<file path="src/rtl/mem_bist_pkg.sv">
// Shared types and the test-pattern generator for the memory BIST initiator.
package mem_bist_pkg;

  localparam int DATA_W = 16;
  localparam logic [DATA_W-1:0] RAM_TOP = 16'h1FFF;

  typedef enum logic [2:0] {
    S_IDLE,
    S_WR,
    S_RD,
    S_DRAIN,
    S_DONE
  } state_t;

  // Round 1 inverts round 0 so every cell bit is exercised at both values.
  function automatic logic [DATA_W-1:0] pat(input logic [DATA_W-1:0] addr,
                                            input logic              round,
                                            input logic [DATA_W-1:0] seed);
    return round ? ~(addr ^ seed) : (addr ^ seed);
  endfunction

endpackage

</file>
<file path="src/rtl/mem_bist_rdpipe.sv">
// Aligns expected data and address with the Memory read latency (0 or 1 cycle).
module mem_bist_rdpipe
  import mem_bist_pkg::*;
#(
  parameter int RD_LAT = 1
) (
  input  logic              clk,
  input  logic              reset,
  input  logic              vld_p0,
  input  logic [DATA_W-1:0] exp_p0,
  input  logic [DATA_W-1:0] addr_p0,
  output logic              vld_p1,
  output logic [DATA_W-1:0] exp_p1,
  output logic [DATA_W-1:0] addr_p1
);

  generate
    if (RD_LAT == 0) begin : g_comb
      assign vld_p1  = vld_p0;
      assign exp_p1  = exp_p0;
      assign addr_p1 = addr_p0;
    end else begin : g_reg
      // ---- stage p0 -> p1: read data returns one cycle after the address ----
      always_ff @(posedge clk or posedge reset) begin
        if (reset) vld_p1 <= 1'b0;
        else       vld_p1 <= vld_p0;
      end

      always_ff @(posedge clk) begin
        exp_p1  <= exp_p0;
        addr_p1 <= addr_p0;
      end
    end
  endgenerate

endmodule

</file>
<file path="src/rtl/mem_bist.sv">
// Memory BIST master: write pattern, read back, then repeat with the complement.
module mem_bist
  import mem_bist_pkg::*;
#(
  parameter logic [DATA_W-1:0] ADDR_BASE = 16'd0,
  parameter logic [DATA_W-1:0] ADDR_LAST = 16'd1023,
  parameter int                RD_LAT    = 1,
  parameter logic [DATA_W-1:0] SEED      = 16'hA5A5
) (
  input  logic              clk,
  input  logic              reset,
  input  logic              start,
  output logic [DATA_W-1:0] address,
  output logic              load,
  output logic [DATA_W-1:0] wdata,
  input  logic [DATA_W-1:0] rdata,
  output logic              busy,
  output logic              done,
  output logic              pass,
  output logic [DATA_W-1:0] err_count,
  output logic [DATA_W-1:0] first_err_addr
);

  function automatic logic [DATA_W-1:0] sat_inc(input logic [DATA_W-1:0] v);
    return (v == '1) ? v : v + 16'd1;
  endfunction

  state_t            state, state_n;
  logic              round, round_n;
  logic [DATA_W-1:0] addr_n, wdata_n, err_n, first_n;
  logic              load_n, busy_n, done_n, pass_n, rnd_end;

  logic              vld_p0, vld_p1;
  logic [DATA_W-1:0] exp_p0, exp_p1, addr_p1;

  assign vld_p0 = (state == S_RD);
  assign exp_p0 = pat(address, round, SEED);

  mem_bist_rdpipe #(.RD_LAT(RD_LAT)) u_rdpipe (
    .clk    (clk),
    .reset  (reset),
    .vld_p0 (vld_p0),
    .exp_p0 (exp_p0),
    .addr_p0(address),
    .vld_p1 (vld_p1),
    .exp_p1 (exp_p1),
    .addr_p1(addr_p1)
  );

  always_comb begin
    state_n = state;
    round_n = round;
    addr_n  = address;
    load_n  = 1'b0;
    wdata_n = '0;
    busy_n  = busy;
    done_n  = done;
    err_n   = err_count;
    first_n = first_err_addr;
    rnd_end = 1'b0;

    if (vld_p1 && (rdata != exp_p1)) begin
      err_n = sat_inc(err_count);
      if (err_count == '0) first_n = addr_p1;
    end

    case (state)
      S_IDLE, S_DONE: begin
        if (start) begin
          state_n = S_WR;
          round_n = 1'b0;
          addr_n  = ADDR_BASE;
          load_n  = 1'b1;
          wdata_n = pat(ADDR_BASE, 1'b0, SEED);
          busy_n  = 1'b1;
          done_n  = 1'b0;
          err_n   = '0;
          first_n = '0;
        end
      end
      S_WR: begin
        if (address == ADDR_LAST) begin
          state_n = S_RD;
          addr_n  = ADDR_BASE;
        end else begin
          addr_n  = address + 16'd1;
          load_n  = 1'b1;
          wdata_n = pat(address + 16'd1, round, SEED);
        end
      end
      S_RD: begin
        if (address == ADDR_LAST) begin
          if (RD_LAT == 1) state_n = S_DRAIN;
          else             rnd_end = 1'b1;
        end else begin
          addr_n = address + 16'd1;
        end
      end
      S_DRAIN: rnd_end = 1'b1;
      default: state_n = S_IDLE;
    endcase

    if (rnd_end) begin
      if (!round) begin
        state_n = S_WR;
        round_n = 1'b1;
        addr_n  = ADDR_BASE;
        load_n  = 1'b1;
        wdata_n = pat(ADDR_BASE, 1'b1, SEED);
      end else begin
        state_n = S_DONE;
        busy_n  = 1'b0;
        done_n  = 1'b1;
      end
    end

    // Uses the post-compare count so a DRAIN-cycle miss still clears pass.
    pass_n = done_n && (err_n == '0);
  end

  always_ff @(posedge clk or posedge reset) begin
    if (reset) begin
      state          <= S_IDLE;
      round          <= 1'b0;
      address        <= '0;
      load           <= 1'b0;
      wdata          <= '0;
      busy           <= 1'b0;
      done           <= 1'b0;
      pass           <= 1'b0;
      err_count      <= '0;
      first_err_addr <= '0;
    end else begin
      state          <= state_n;
      round          <= round_n;
      address        <= addr_n;
      load           <= load_n;
      wdata          <= wdata_n;
      busy           <= busy_n;
      done           <= done_n;
      pass           <= pass_n;
      err_count      <= err_n;
      first_err_addr <= first_n;
    end
  end

endmodule
</file>
<file path="config.mk">
export PLATFORM = sky130hd
export DESIGN_NAME = mem_bist
export DESIGN_NICKNAME = d
export VERILOG_FILES = /design/src/rtl/mem_bist_pkg.sv /design/src/rtl/mem_bist_rdpipe.sv /design/src/rtl/mem_bist.sv
export SDC_FILE = /design/constraint.sdc
export NUM_CORES = 1
export LEC_CHECK = 0
export CORE_MARGIN = 1.5
export CORE_UTILIZATION = 55
export CTS_CLUSTER_DIAMETER = 30
export DETAILED_ROUTE_END_ITERATION = 8
export GPL_ROUTABILITY_DRIVEN = 0
export PLACE_DENSITY = 0.89
export SETUP_SLACK_MARGIN = 0.02
export SLEW_MARGIN = 30
export SYNTH_ARGS = -nofsm -noshare
export SYNTH_HDL_FRONTEND = slang
export SYNTH_HIERARCHICAL = 1
export SYNTH_SLANG_ARGS = --single-unit
</file>
<file path="constraint.sdc">
create_clock -name clk -period 7.3 [get_ports clk]
set_clock_uncertainty 0.2 [all_clocks]
set_input_delay 1.825 -clock clk [delete_from_list [all_inputs] [get_ports clk]]
set_output_delay 1.825 -clock clk [all_outputs]
set_load 0.01 [all_outputs]
</file>
After elaboration in Yosys (flattened, before gate mapping)
Cells that the tools add are included.
- bits of input ports: 19
- word-level logic and storage cells: 82
- bits in registers: 105
- reduce and logical (&&, ||, !) cells: 7
- bitwise operators: 4
- equal/unequal tests: 11
- add/sub/neg operators: 2
- multiplexer cells: 45
- operators with widths (operator ; count):
    2-to-1 mux 16 bit ; 19
    one-hot mux 16 bit (3 select lines) ; 1
    adder 16 x 1 -> 16 bit (second input constant) ; 2
    zero test 16 bit ; 2
    inverter 16 bit ; 2
    one-hot mux 16 bit (2 select lines) ; 1
    2-to-1 mux 1 bit ; 17
    equality test 16 x 10 -> 1 bit (second input constant) ; 1
    equality test 16 bit (second input constant) ; 1
    != test 16 bit ; 1
    inverter 8 bit ; 2
    2-to-1 mux 3 bit ; 5
    one-hot mux 3 bit (4 select lines) ; 1
    != test 3 bit (second input constant) ; 3
    equality test 3 x 2 -> 1 bit (second input constant) ; 2
    AND reduction 4 bit ; 1
    equality test 3 x 1 -> 1 bit (second input constant) ; 1
    equality test 3 bit (second input constant) ; 1
    zero test 3 bit ; 1
    logical AND 1 bit ; 2
    != test 2 bit (second input constant) ; 1
    one-hot mux 1 bit (2 select lines) ; 1
    OR reduction 2 bit ; 1

Longest topological paths before layout
Gate-level depths: netlist of run 1.
- depth in word-level cells: 8
- gate-level depth with buffers: 12

Modules after synthesis
The synthesis of run 1 kept the hierarchy.
- modules (own cells, without submodules) (module ; instances ; area each (um2) ; cells an instance):
    mem_bist ; 1 ; 4117.7 ; 443
    mem_bist_rdpipe ; 1 ; 669.4 ; 34

Worst setup path before layout of run 1
No wires, ideal clock.
- kind: input -> register
- from: input rdata[6]
- to: register first_err_addr[10]
- required time: 6.968 ns
- stages: 8
- path slack: 3.371 ns
- setup time: 0.132 ns
- buffers on the path: 2
- arrival time: 3.598 ns
- cell sequence: xor2_1 -> nor4_1 -> nand4_1 -> clkbuf_1 -> nand3_1 -> buf_2 -> mux2i_1 -> nor2_1
- word-level cells in the longest chain between the ends: 5
- ends and longest elaborated chain (what ; line ; source):
    from (decl) ; mem_bist.sv:16 ; input logic [DATA_W-1:0] rdata,
    != test 16 bit (*) ; mem_bist.sv:62 ; if (vld_p1 && (rdata != exp_p1)) begin
    logical AND 1 bit (*) ; mem_bist.sv:62 ;
    2-to-1 mux 16 bit (*) ; mem_bist.sv:62 ;
    2-to-1 mux 16 bit ; mem_bist.sv:69 ; if (start) begin
    2-to-1 mux 16 bit (*) ; mem_bist.sv:67 ; case (state)
    named net first_n[10] ; mem_bist.sv:30 ; logic [DATA_W-1:0] addr_n, wdata_n, err_n, first_n;
    to (signal assigned) ; mem_bist.sv:143 ; first_err_addr <= first_n;
    to (decl) ; mem_bist.sv:21 ; output logic [DATA_W-1:0] first_err_addr
The timed path passes the listed nets; every way through them passes the cells marked *.
A chain may end at the register's enable or synchronous reset.

Worst setup path after layout of run 1
- from: input rdata[14]
- to: register pass
- word-level cells in the longest chain between the ends: 7
- ends and longest elaborated chain (what ; line ; source):
    != test 16 bit (*) ; mem_bist.sv:62 ;
    logical AND 1 bit (*) ; mem_bist.sv:62 ;
    2-to-1 mux 16 bit (*) ; mem_bist.sv:62 ;
    2-to-1 mux 16 bit ; mem_bist.sv:69 ;
    2-to-1 mux 16 bit (*) ; mem_bist.sv:67 ;
    zero test 16 bit (*) ; mem_bist.sv:118 ; pass_n = done_n && (err_n == '0);
    logical AND 1 bit (*) ; mem_bist.sv:118 ;
    named net pass_n ; mem_bist.sv:31 ; logic load_n, busy_n, done_n, pass_n, rnd_end;
    to (signal assigned) ; mem_bist.sv:141 ; pass <= pass_n;
    to (decl) ; mem_bist.sv:19 ; output logic pass,
Marks and branches as above.

==> impl_metrics.ini, run 1 <==
[outcome]
status = finished, final reports clean

[detailed_routing]
routed_wl_um = 11700
viasPerCell = 5.95
drc = 0
ant_nets = 0
dr.pass1.iters = 6
drt_iter0_drc = 358
post_drt_wl_per_cell_um = 17.8
vias = 3911

[logic_synthesis]
synthSimpleGateAreaFrac_pct = 19.4
synth-async-reset-ratio_pct = 69.5
synth_common_cells = dfrtp_1 (73), nor2_1 (61), xor2_1 (37), dfxtp_1 (32), o21ai_0 (31)
synthMuxAreaShare_pct = 3.97
synthesis.nets = 500
synth_xor_area_share_pct = 10.4
ys.flop_type = dfrtp_1
avgSynthCellArea_um2 = 10.0
synth.area.top_cells = dfrtp_1 (38%), dfxtp_1 (13%), xor2_1 (6.8%)
synthAdderAreaFrac_pct = 1.05
ys_seq_area_share_pct = 51.5
yosysMostFrequentCell = dfrtp_1
synth_top_area_share_pct = 38.2
yosys_warnings = 6
synth_top_family_by_area = simple AND/OR/NAND/NOR gates
synth_seq_cells = 105
synth_top_area_cell = dfrtp_1
ys_types = 58
netlist_area_um2 = 4790
synth_edf_count = 0
netlist_instances = 477
synth_compound_area_share_pct = 9.98

[layout]
num-fill-cells = 591
num-nets-final = 570
register_area_um2 = 2470
area_growth_pct = 23.4
drive_above_1_share_pct = 6.88
final_area_um2 = 5910
multiInputGateArea_um2 = 2170
diodes = 0
fin_util_pct = 70.8

[cts]
cts_tree = yes
post-cts-setup-buffers = 0
root_buffer = clkbuf_8
cts.repair.resized = 0
path_clk_slew_ps = 100
ctsHoldBuffers = 0
cts.path.max_buffers = 2
h-tree-depth = 3
cts_made_buffers = 9
clk_latency_ps = 370
clkSinkCount = 105

[global_routing]
grt_max_degree = 73
grtUsageTotal_pct = 26.8
grt-ovfl-total = 0
grt_pass1_vias = 3842
grt_antenna_before_repair = 0
grt_first_pass_wirelength_um = 18800

[die]
die_area_um2 = 9270
ios = 87
die_h_um = 96.3
start_util_pct = 57.4
design.core.area_um2 = 8340
fp.dieW_um = 96.3
rows = 33

[worst_setup_path]
worst_setup_path_start_kind = input pin
crit_fanout = 19
worstPathArrival_ps = 4830
critical_path_class = in -> reg
end_kind = flop
cp_data_required_time_ps = 7370

[placed_design]
place_area_um2 = 5650
place_ws_ps = 1980
io_buffers = 86
place_hpwl_um = 8080

[sta]
final_hold_viol_count = 0
max_slew_margin_pct = 45.9
setup_viol = 0
fin_setup_tns_ps = 0
finalCriticalPeriod_ps = 4750
max_freq_ghz = 0.211
drv_slew = 0
grt_setup_unrepaired = false
tightest_slew_ps = 809
fin_ws_ps = 2550
period_share_pct = 65.1

[pwr]
irDropWorstVdd_mv = 0.132
leakage_uw = 0.00258
power_uw = 1080
power.density_nw_per_um2 = 183

[flow_run]
drv_cap = 0

[hold_path]
hp-class = reg -> reg
-- path summary, 6_finish.rpt --
path                                     start                 to  slack [ps]  cells past startpoint
max                                  rdata[14]               pass        2550                      8
min                        u_rdpipe/addr_p1[7]  first_err_addr[7]         280                      2
max reg2reg                         address[0]        address[11]        3580                     10
min reg2reg                u_rdpipe/addr_p1[7]  first_err_addr[7]         280                      2
max in group asynchronous                reset        address[11]        4660                      3
min in group asynchronous                reset    u_rdpipe/vld_p1        1440                      2
-- sequential cells by signal, indices dropped and copies added, names as in the netlist --
name,count
address,16
err_count,16
first_err_addr,16
u_rdpipe/addr_p1,16
u_rdpipe/exp_p1,16
wdata,16
state,3
busy,1
done,1
load,1
pass,1
round,1
u_rdpipe/vld_p1,1
-- cell usage in the layout, fill, tap and decap left out, types with 5 or more instances in the layout --
cell and n:
xor2_1 37, clkdlybuf4s50_1 86, nor2b_1 7, nand3b_1 6
clkbuf_8 9, nand2b_1 5, or3_1 5, and3_1 11
dfrtp_1 72, nand2_1 26, a21oi_1 22, nor4_1 8
mux2i_1 19, nor2_1 59, xnor2_1 20, o21ai_0 31
dfxtp_1 32, nand4_1 7, inv_1 6, nand3_1 14
-- area by class of cell --
class	count	share of cell area (%)
well taps	105	2.22
repair buffers	88	14.9
clock buffers	12	2.65
multi-input cells	336	36.7
flip-flops and latches	105	41.8
inverters	7	0.445
clock inverters	4	1.27
-- metal layers --
metal | share of wire (%) | routed length [um] | vias up | track usage (%)
met5 | 0 | 0 | - | 0
met4 | 2.0 | 228 | 0 | 10.1
met3 | 7.3 | 847 | 34 | 4.74
met2 | 50 | 5840 | 186 | 44.2
met1 | 41 | 4770 | 1911 | 35.2
li1 | - | - | 1780 | -
-- per-stage QoR --
stage | instances | hold WS, ps
2_1_floorplan | 477 | 227
3_3_place_gp | 641 | 251
3_5_place_dp | 641 | 265
4_1_cts | 657 | 286
5_1_grt | 657 | 293
6_report | 657 | 284
-- critical path: stages --
cell and delay [ps]:
clkdlybuf4s50_1 410, xor2_1 150, nor4_1 410, nand4_1 730
and2_4 460, o31ai_1 350, o211ai_1 170, nor4_2 310
-- report_power, final --
group          internal, uW  switching [uW]
Clock                   214             196
Sequential              593            13.5
Combinational          33.6            30.6
-- logic make-up after synthesis --
kind of cell / Yosys count
AO/OA/AOI/OAI: 79
adder cells (fa/ha/maj): 4
AND/OR/NAND/NOR: 177
flip-flops: 105
multiplexers: 19
XOR/XNOR: 57
buffers and inverters: 36
Power figures use the tool's default switching activity.
==> inputs of run 2 (changes only) <==
--- a/config.mk
+++ b/config.mk
@@ -6,11 +6,11 @@
 export NUM_CORES = 1
 export LEC_CHECK = 0
 export CORE_MARGIN = 1.5
-export CORE_UTILIZATION = 55
+export CORE_UTILIZATION = 52
 export CTS_CLUSTER_DIAMETER = 30
 export DETAILED_ROUTE_END_ITERATION = 8
 export GPL_ROUTABILITY_DRIVEN = 0
-export PLACE_DENSITY = 0.89
+export PLACE_DENSITY = 0.85
 export SETUP_SLACK_MARGIN = 0.02
 export SLEW_MARGIN = 30
 export SYNTH_ARGS = -nofsm -noshare
==> constraint.sdc (replaced) <==
create_clock -name clk -period 4.97 [get_ports clk]
set_clock_uncertainty 0.2 [all_clocks]
set_input_delay 1.2425 -clock clk [delete_from_list [all_inputs] [get_ports clk]]
set_output_delay 1.2425 -clock clk [all_outputs]
set_load 0.01 [all_outputs]
==> impl_metrics.ini, run 2 (synthesized netlist as in run 1, its figures left out) <==
[placed_design]
io_buffers = 86
dp_cells = 646
place_hpwl_um = 8080
place_area_um2 = 5680

[detailed_routing]
routed_wl_um = 11400
post_drt_wl_per_cell_um = 17.1
viasPerCell = 5.88
vias = 3891
drc = 5
dr.pass1.iters = 7
drt_iter0_drc = 263
ant_nets = 0

[pwr]
power_uw = 1480
leakage_uw = 0.00256
power.density_nw_per_um2 = 252
irDropWorstVdd_mv = 0.167

[sta]
tightest_slew_ps = 728
fin_setup_tns_ps = 0
finalCriticalPeriod_ps = 3680
setup_viol = 0
max_slew_margin_pct = 51.4
period_share_pct = 74.0
drv_slew = 0
max_freq_ghz = 0.272
grt_setup_unrepaired = false
worst_hold_slack_ps = 282
final_hold_viol_count = 0

[worst_setup_path]
end_kind = flop
cp_data_required_time_ps = 5010
crit_fanout = 19
critical_path_class = in -> reg
worst_setup_path_start_kind = input pin
worstPathArrival_ps = 3720

[cts]
h-tree-depth = 3
cts.path.max_buffers = 2
root_buffer = clkbuf_8
post-cts-setup-buffers = 0
clk_latency_ps = 360
path_clk_slew_ps = 100
cts_tree = yes
cts_made_buffers = 9
cts.repair.resized = 0
clkSinkCount = 105
ctsHoldBuffers = 0

[die]
die_h_um = 98.9
design.core.area_um2 = 8810
die_area_um2 = 9790
start_util_pct = 54.4
ios = 87
rows = 34
fp.dieW_um = 98.9

[outcome]
violations = design-rule violations
status = complete, but fails checks

[hold_path]
hp-class = reg -> reg

[layout]
multiInputGateArea_um2 = 2160
fin_cells = 662
num-nets-final = 572
num-fill-cells = 663
drive_above_1_share_pct = 7.40
register_area_um2 = 2470
final_area_um2 = 5880
area_growth_pct = 22.8
final_cell_mix = clkdlybuf4s50_1 (86), dfrtp_1 (72), nor2_1 (59)
diodes = 0
final_common_cell = clkdlybuf4s50_1

[global_routing]
grt-ovfl-total = 0
grt_first_pass_wirelength_um = 18700
grt_pass1_vias = 3799
grt_antenna_before_repair = 0
grt_max_degree = 57
grtUsageTotal_pct = 24.1

[flow_run]
drv_cap = 0
==> run 2: per-layer routing <==
metal | vias to the layer above | part of all wire [%] | global-route usage, % | wire length, um
met3 | 27 | 7.0 | 3.97 | 796
met1 | 1882 | 42 | 32.3 | 4720
met5 | - | 0 | 0 | 0
met4 | 0 | 2.1 | 9.89 | 241
li1 | 1784 | - | - | -
met2 | 198 | 49 | 39.1 | 5590
==> run 2: where the power goes <==
| part | switching (uW) | internal [uW] | total (uW) |
|---|---|---|---|
| combinational | 43.2 | 49.2 | 92.4 |
| sequential | 20.8 | 871 | 892 |
| clock | 293 | 202 | 495 |
==> run 2: critical path, cell delays in order <==
cell,delay [ps]
clkdlybuf4s50_1,420
xor2_1,160
nor4_1,450
nand4_1,180
buf_4,250
a31o_2,240
and3_1,180
a311o_1,330
nor4_2,260
==> run 2: area by class of cell <==
cell class	count	area share (%)
clock inverter	6	0.873
sequential	105	42.0
clock buffer	10	2.34
multi-input combinational	336	36.8
inverter	7	0.490
tap	108	2.30
timing repair buffer	90	15.2
==> run 2: path summary, 6_finish.rpt <==
kind | slack [ps] | from | end | cells past startpoint
min | 280 | u_rdpipe/addr_p1[12] | first_err_addr[12] | 2
min in group asynchronous | 900 | reset | u_rdpipe/vld_p1 | 2
max | 1290 | rdata[2] | pass | 9
min reg2reg | 280 | u_rdpipe/addr_p1[12] | first_err_addr[12] | 2
max in group asynchronous | 2690 | reset | address[3] | 3
max reg2reg | 1430 | address[0] | address[11] | 10
==> run 2: through the flow <==
stage	setup slack, ps	utilization [%]
after detailed placement	965	64.5
after global placement	1080	64.4
final	1290	66.7
after floorplan	1620	-
after global routing	1150	66.7
after CTS	1340	66.6
==> inputs of run 3 (changes only) <==
--- a/config.mk
+++ b/config.mk
@@ -6,11 +6,11 @@
 export NUM_CORES = 1
 export LEC_CHECK = 0
 export CORE_MARGIN = 1.5
-export CORE_UTILIZATION = 52
+export CORE_UTILIZATION = 47
 export CTS_CLUSTER_DIAMETER = 30
 export DETAILED_ROUTE_END_ITERATION = 8
 export GPL_ROUTABILITY_DRIVEN = 0
-export PLACE_DENSITY = 0.85
+export PLACE_DENSITY = 0.82
 export SETUP_SLACK_MARGIN = 0.02
 export SLEW_MARGIN = 30
 export SYNTH_ARGS = -nofsm -noshare
==> constraint.sdc (replaced) <==
create_clock -name clk -period 3.38 [get_ports clk]
set_clock_uncertainty 0.2 [all_clocks]
set_input_delay 0.845 -clock clk [delete_from_list [all_inputs] [get_ports clk]]
set_output_delay 0.845 -clock clk [all_outputs]
set_load 0.01 [all_outputs]
==> impl_metrics.ini, run 3 (synthesized netlist as in run 1, its figures left out) <==
[outcome]
status = finished, final reports clean

[detailed_routing]
vias = 3921
viasPerCell = 5.57
ant_nets = 0
drt_iter0_drc = 311
routed_wl_um = 11500
drc = 0
dr.pass1.iters = 4
post_drt_wl_per_cell_um = 16.4

[die]
die_area_um2 = 10800
die_h_um = 104
rows = 36
design.core.area_um2 = 9820
ios = 87
start_util_pct = 48.8
fp.dieW_um = 104

[global_routing]
grt_antenna_before_repair = 0
grt_pass1_vias = 3921
grt_max_degree = 47
grt_first_pass_wirelength_um = 18800
grtUsageTotal_pct = 21.7
grt-ovfl-total = 0

[cts]
clk_latency_ps = 370
cts.path.max_buffers = 2
h-tree-depth = 3
path_clk_slew_ps = 100
root_buffer = clkbuf_8
cts.repair.resized = 0
clkSinkCount = 105
post-cts-setup-buffers = 0
ctsHoldBuffers = 0
cts_tree = yes
cts_made_buffers = 9

[pwr]
leakage_uw = 0.00267
power.density_nw_per_um2 = 371
irDropWorstVdd_mv = 0.326

[sta]
final_hold_viol_count = 0
drv_slew = 0
grt_setup_unrepaired = false
tightest_slew_ps = 658
period_share_pct = 91.5
setup_viol = 0
worst_hold_slack_ps = 279
finalCriticalPeriod_ps = 3090
fin_setup_tns_ps = 0
max_freq_ghz = 0.323
max_slew_margin_pct = 56.1

[worst_setup_path]
cp_data_required_time_ps = 3460
r2r_end = pass
slowest_stage = clkdlybuf4s50_1
worstPathArrival_ps = 3180
endpoint = pass
worst_setup_path_start_kind = input pin
worstSetupStartpoint = rdata[14]
r2r_slack_ps = 380
end_kind = flop
crit_fanout = 11
cpMostUsedCell = buf_4
crit_chain = clkdlybuf4s50_1 -> xor2_1 -> nor4_1 -> buf_4 -> nand4_1 -> buf_4 -> a31o_2 -> and3_1 -> a311o_1 -> nor4_2
critical_path_class = in -> reg
r2r_start = err_count[0]
r2r_cells = 8
cpPeakStageDelay_ps = 410

[placed_design]
io_buffers = 86
place_hpwl_um = 8280

[layout]
final_common_cell = clkdlybuf4s50_1
area_growth_pct = 26.3
num-nets-final = 589
drive_above_1_share_pct = 9.63
diodes = 0
final_cell_mix = clkdlybuf4s50_1 (86), dfrtp_1 (72), nor2_1 (59)

[flow_run]
drv_cap = 0

[hold_path]
hp-class = reg -> reg
-- run 3: cell type report --
cell class | count | area [um^2]
Clock inverter | 5 | 61.3
Multi-Input combinational cell | 336 | 2150
Inverter | 7 | 26.3
Timing Repair Buffer | 107 | 1030
Fill cell | 826 | 3770
Clock buffer | 11 | 141
Tap cell | 133 | 166
Sequential cell | 105 | 2470
-- run 3: routing by layer --
| metal | vias to the layer above | track usage [%] | wire, um |
|---|---|---|---|
| li1 | 1824 | - | - |
| met1 | 1911 | 26.1 | 4690 |
| met2 | 157 | 37.0 | 5840 |
| met3 | 29 | 5.83 | 757 |
| met4 | 0 | 8.83 | 246 |
| met5 | - | 0 | 0 |
-- run 3: through the flow --
stage	instance area [um^2]	utilization [%]	std cells	power [uW]	setup slack, ps
finish	6050	61.6	704	2240	286
global route	6050	61.6	704	2320	217
CTS	6050	61.6	704	2270	323
detailed placement	5850	59.5	688	1470	-77.7
global placement	5840	59.5	688	1470	-9.15
floorplan	4790	-	477	1390	431
-- run 3: how the worst min path moves through the flow --
| stage | from | end | slack (ps) | cells past startpoint |
|---|---|---|---|---|
| finish | u_rdpipe/addr_p1[1] | first_err_addr[1] | 280 | 2 |
| global route | u_rdpipe/addr_p1[9] | first_err_addr[9] | 310 | 2 |
| CTS | u_rdpipe/addr_p1[5] | first_err_addr[5] | 290 | 2 |
| detailed placement | u_rdpipe/addr_p1[5] | first_err_addr[5] | 260 | 2 |
| global placement | u_rdpipe/addr_p1[10] | first_err_addr[10] | 260 | 2 |
| floorplan | address[11] | u_rdpipe/addr_p1[11] | 230 | 0 |
-- run 3: power breakdown --
part	leakage, uW	internal (uW)	switching, uW	total (uW)
combinational	0.00139	73.7	63.3	137
clock	0.000104	369	427	796
sequential	0.00118	1280	30.0	1310
total	0.00267	1720	520	2240
-- run 3: worst max-delay path: cells and delay by family --
kind / cells / cell delay (ps)
simple gates: 4 / 820
buf+inv: 3 / 800
xor+xnor: 1 / 140
compound gates: 2 / 550
==> variant: new RTL, flow settings as in run 1 <==
Remove the register `wdata`: a continuous assignment takes its place, so the output `wdata` follows one clock earlier.
--- a/src/rtl/mem_bist.sv
+++ b/src/rtl/mem_bist.sv
@@ -124,7 +124,6 @@
       round          <= 1'b0;
       address        <= '0;
       load           <= 1'b0;
-      wdata          <= '0;
       busy           <= 1'b0;
       done           <= 1'b0;
       pass           <= 1'b0;
@@ -135,7 +134,6 @@
       round          <= round_n;
       address        <= addr_n;
       load           <= load_n;
-      wdata          <= wdata_n;
       busy           <= busy_n;
       done           <= done_n;
       pass           <= pass_n;
@@ -144,4 +142,6 @@
     end
   end
 
+  assign wdata = wdata_n;
+
 endmodule
Behaviour: not the same (Yosys sat finds a counterexample within 4 cycles, from zero or initial values and one cycle with reset high).
==> variant against run 1 <==
- sequential cell count is 16 lower
- synthesized cell count is 4.0% lower
- wire length is 1.6% lower
- design area is 7.8% lower
- synthesized area is 9.8% lower
- core utilization is 0.43 points higher
- die area is 9.5% lower
- worst setup slack worse by 1100 ps
- count of clock-buffer cells in the layout is 2 lower
- first-iteration DRC count is 31% lower
Power is not compared: it rests on default switching activity, and its combinational part moved more than twofold at a synthesized area within 25%.
==> variant: results (changes against run 1) <==
* Status: completed
* Placed Area at 5250 µm² (-7.2%)
* Async SR Flop Fraction at 64.0% (-5.5 points)
* Sw Pwr at around 190 µW
* Reg2reg path depth at 7 (-3)
* Non-clk buf share at 16.5% (+1.6 points)
* Initial DRC Count at 247 (-31%)
* Largest cells by area after synthesis: dfrtp_1 33%, dfxtp_1 15%, xnor2_1 9.1%
* Antenna cells at 0 (unchanged)
* Final nets at 559 (-1.9%)
* Pre-CTS setup slack at 1720 ps (-264 ps)
* Global-route wire length before repair at 18100 µm (-3.6%)
* Syn Nets at 481 (-3.8%)
* Finished Layout Cells at 643 (-2.1%)
* Port Buf Inserts at 86 (unchanged)
* Clock tree sinks at 89 (-15%)
* Clock network area share at 3.70% (-0.22 points)
* Compound-gate portion of the synthesized area at 10.8% (+0.82 points)
* Max Fanout on Critical Path at 17 (-2)
* WP data arrival at 3860 ps (-970 ps)
* Seq/total area at 38.0% (-3.8 points)
* Design area at 5450 µm² (-7.8%)
* Slew @ Worst Pin at 973 ps (+163 ps)
* Setup Buffers After CTS at 0 (unchanged)
* Wire length per cell at 17.9 µm (+0.55%)
* Inverter count at 8 (+1)
* Largest net degree at the start of global routing at 39 (-47%)
* Syn Area/Cell at 9.43 µm² (-6.1%)
* Comb_multi_in at 337 (+0.30%)
* Synth top cells by count: 63 x nor2_1, 57 x dfrtp_1, 45 x xnor2_1
* Fill cells at 536 (-9.3%)
* HPWL after DPL at 8080 µm (about the same)
* Distinct cells, synth at 48 (-17%)
* Via Count at 3798 (-2.9%)
* Vias in the first global route at 3525 (-8.3%)
* Cells after DPL at 627 (-2.2%)
* Post-synthesis cell area at 4320 µm² (-9.8%)
* Nonclk buf count at 91 (+3.4%)
* Multi-input logic area at 2120 µm² (-2.1%)
* H-tree depth at 3 (unchanged)
variant: worst max-delay path: stages (launching register included):
cell and delay [ps]:
dfrtp_1 480, ha_1 280, nand3_1 170, nor4_2 710, nor2b_1 450, inv_2 120, nand3_1 510, o21ai_0 230
clkdlybuf4s50_1 540
variant: worst paths after layout:
path | start | endpoint | slack [ps]
max | address[0] | wdata[13] | 1410
min | u_rdpipe/addr_p1[8] | first_err_addr[8] | 290
max reg2reg | err_count[1] | pass | 4050
min reg2reg | u_rdpipe/addr_p1[8] | first_err_addr[8] | 290
max in group asynchronous | reset | first_err_addr[7] | 4430
min in group asynchronous | reset | u_rdpipe/vld_p1 | 1460
variant: routing by layer:
layer	vias to the layer above	GRT usage (%)	wire length [µm]	part of all wire [%]
met4	0	10.5	312	2.7
met3	35	3.77	972	8.5
met5	-	0	0	0
li1	1736	-	-	-
met1	1770	37.6	4540	40
met2	257	46.2	5670	49
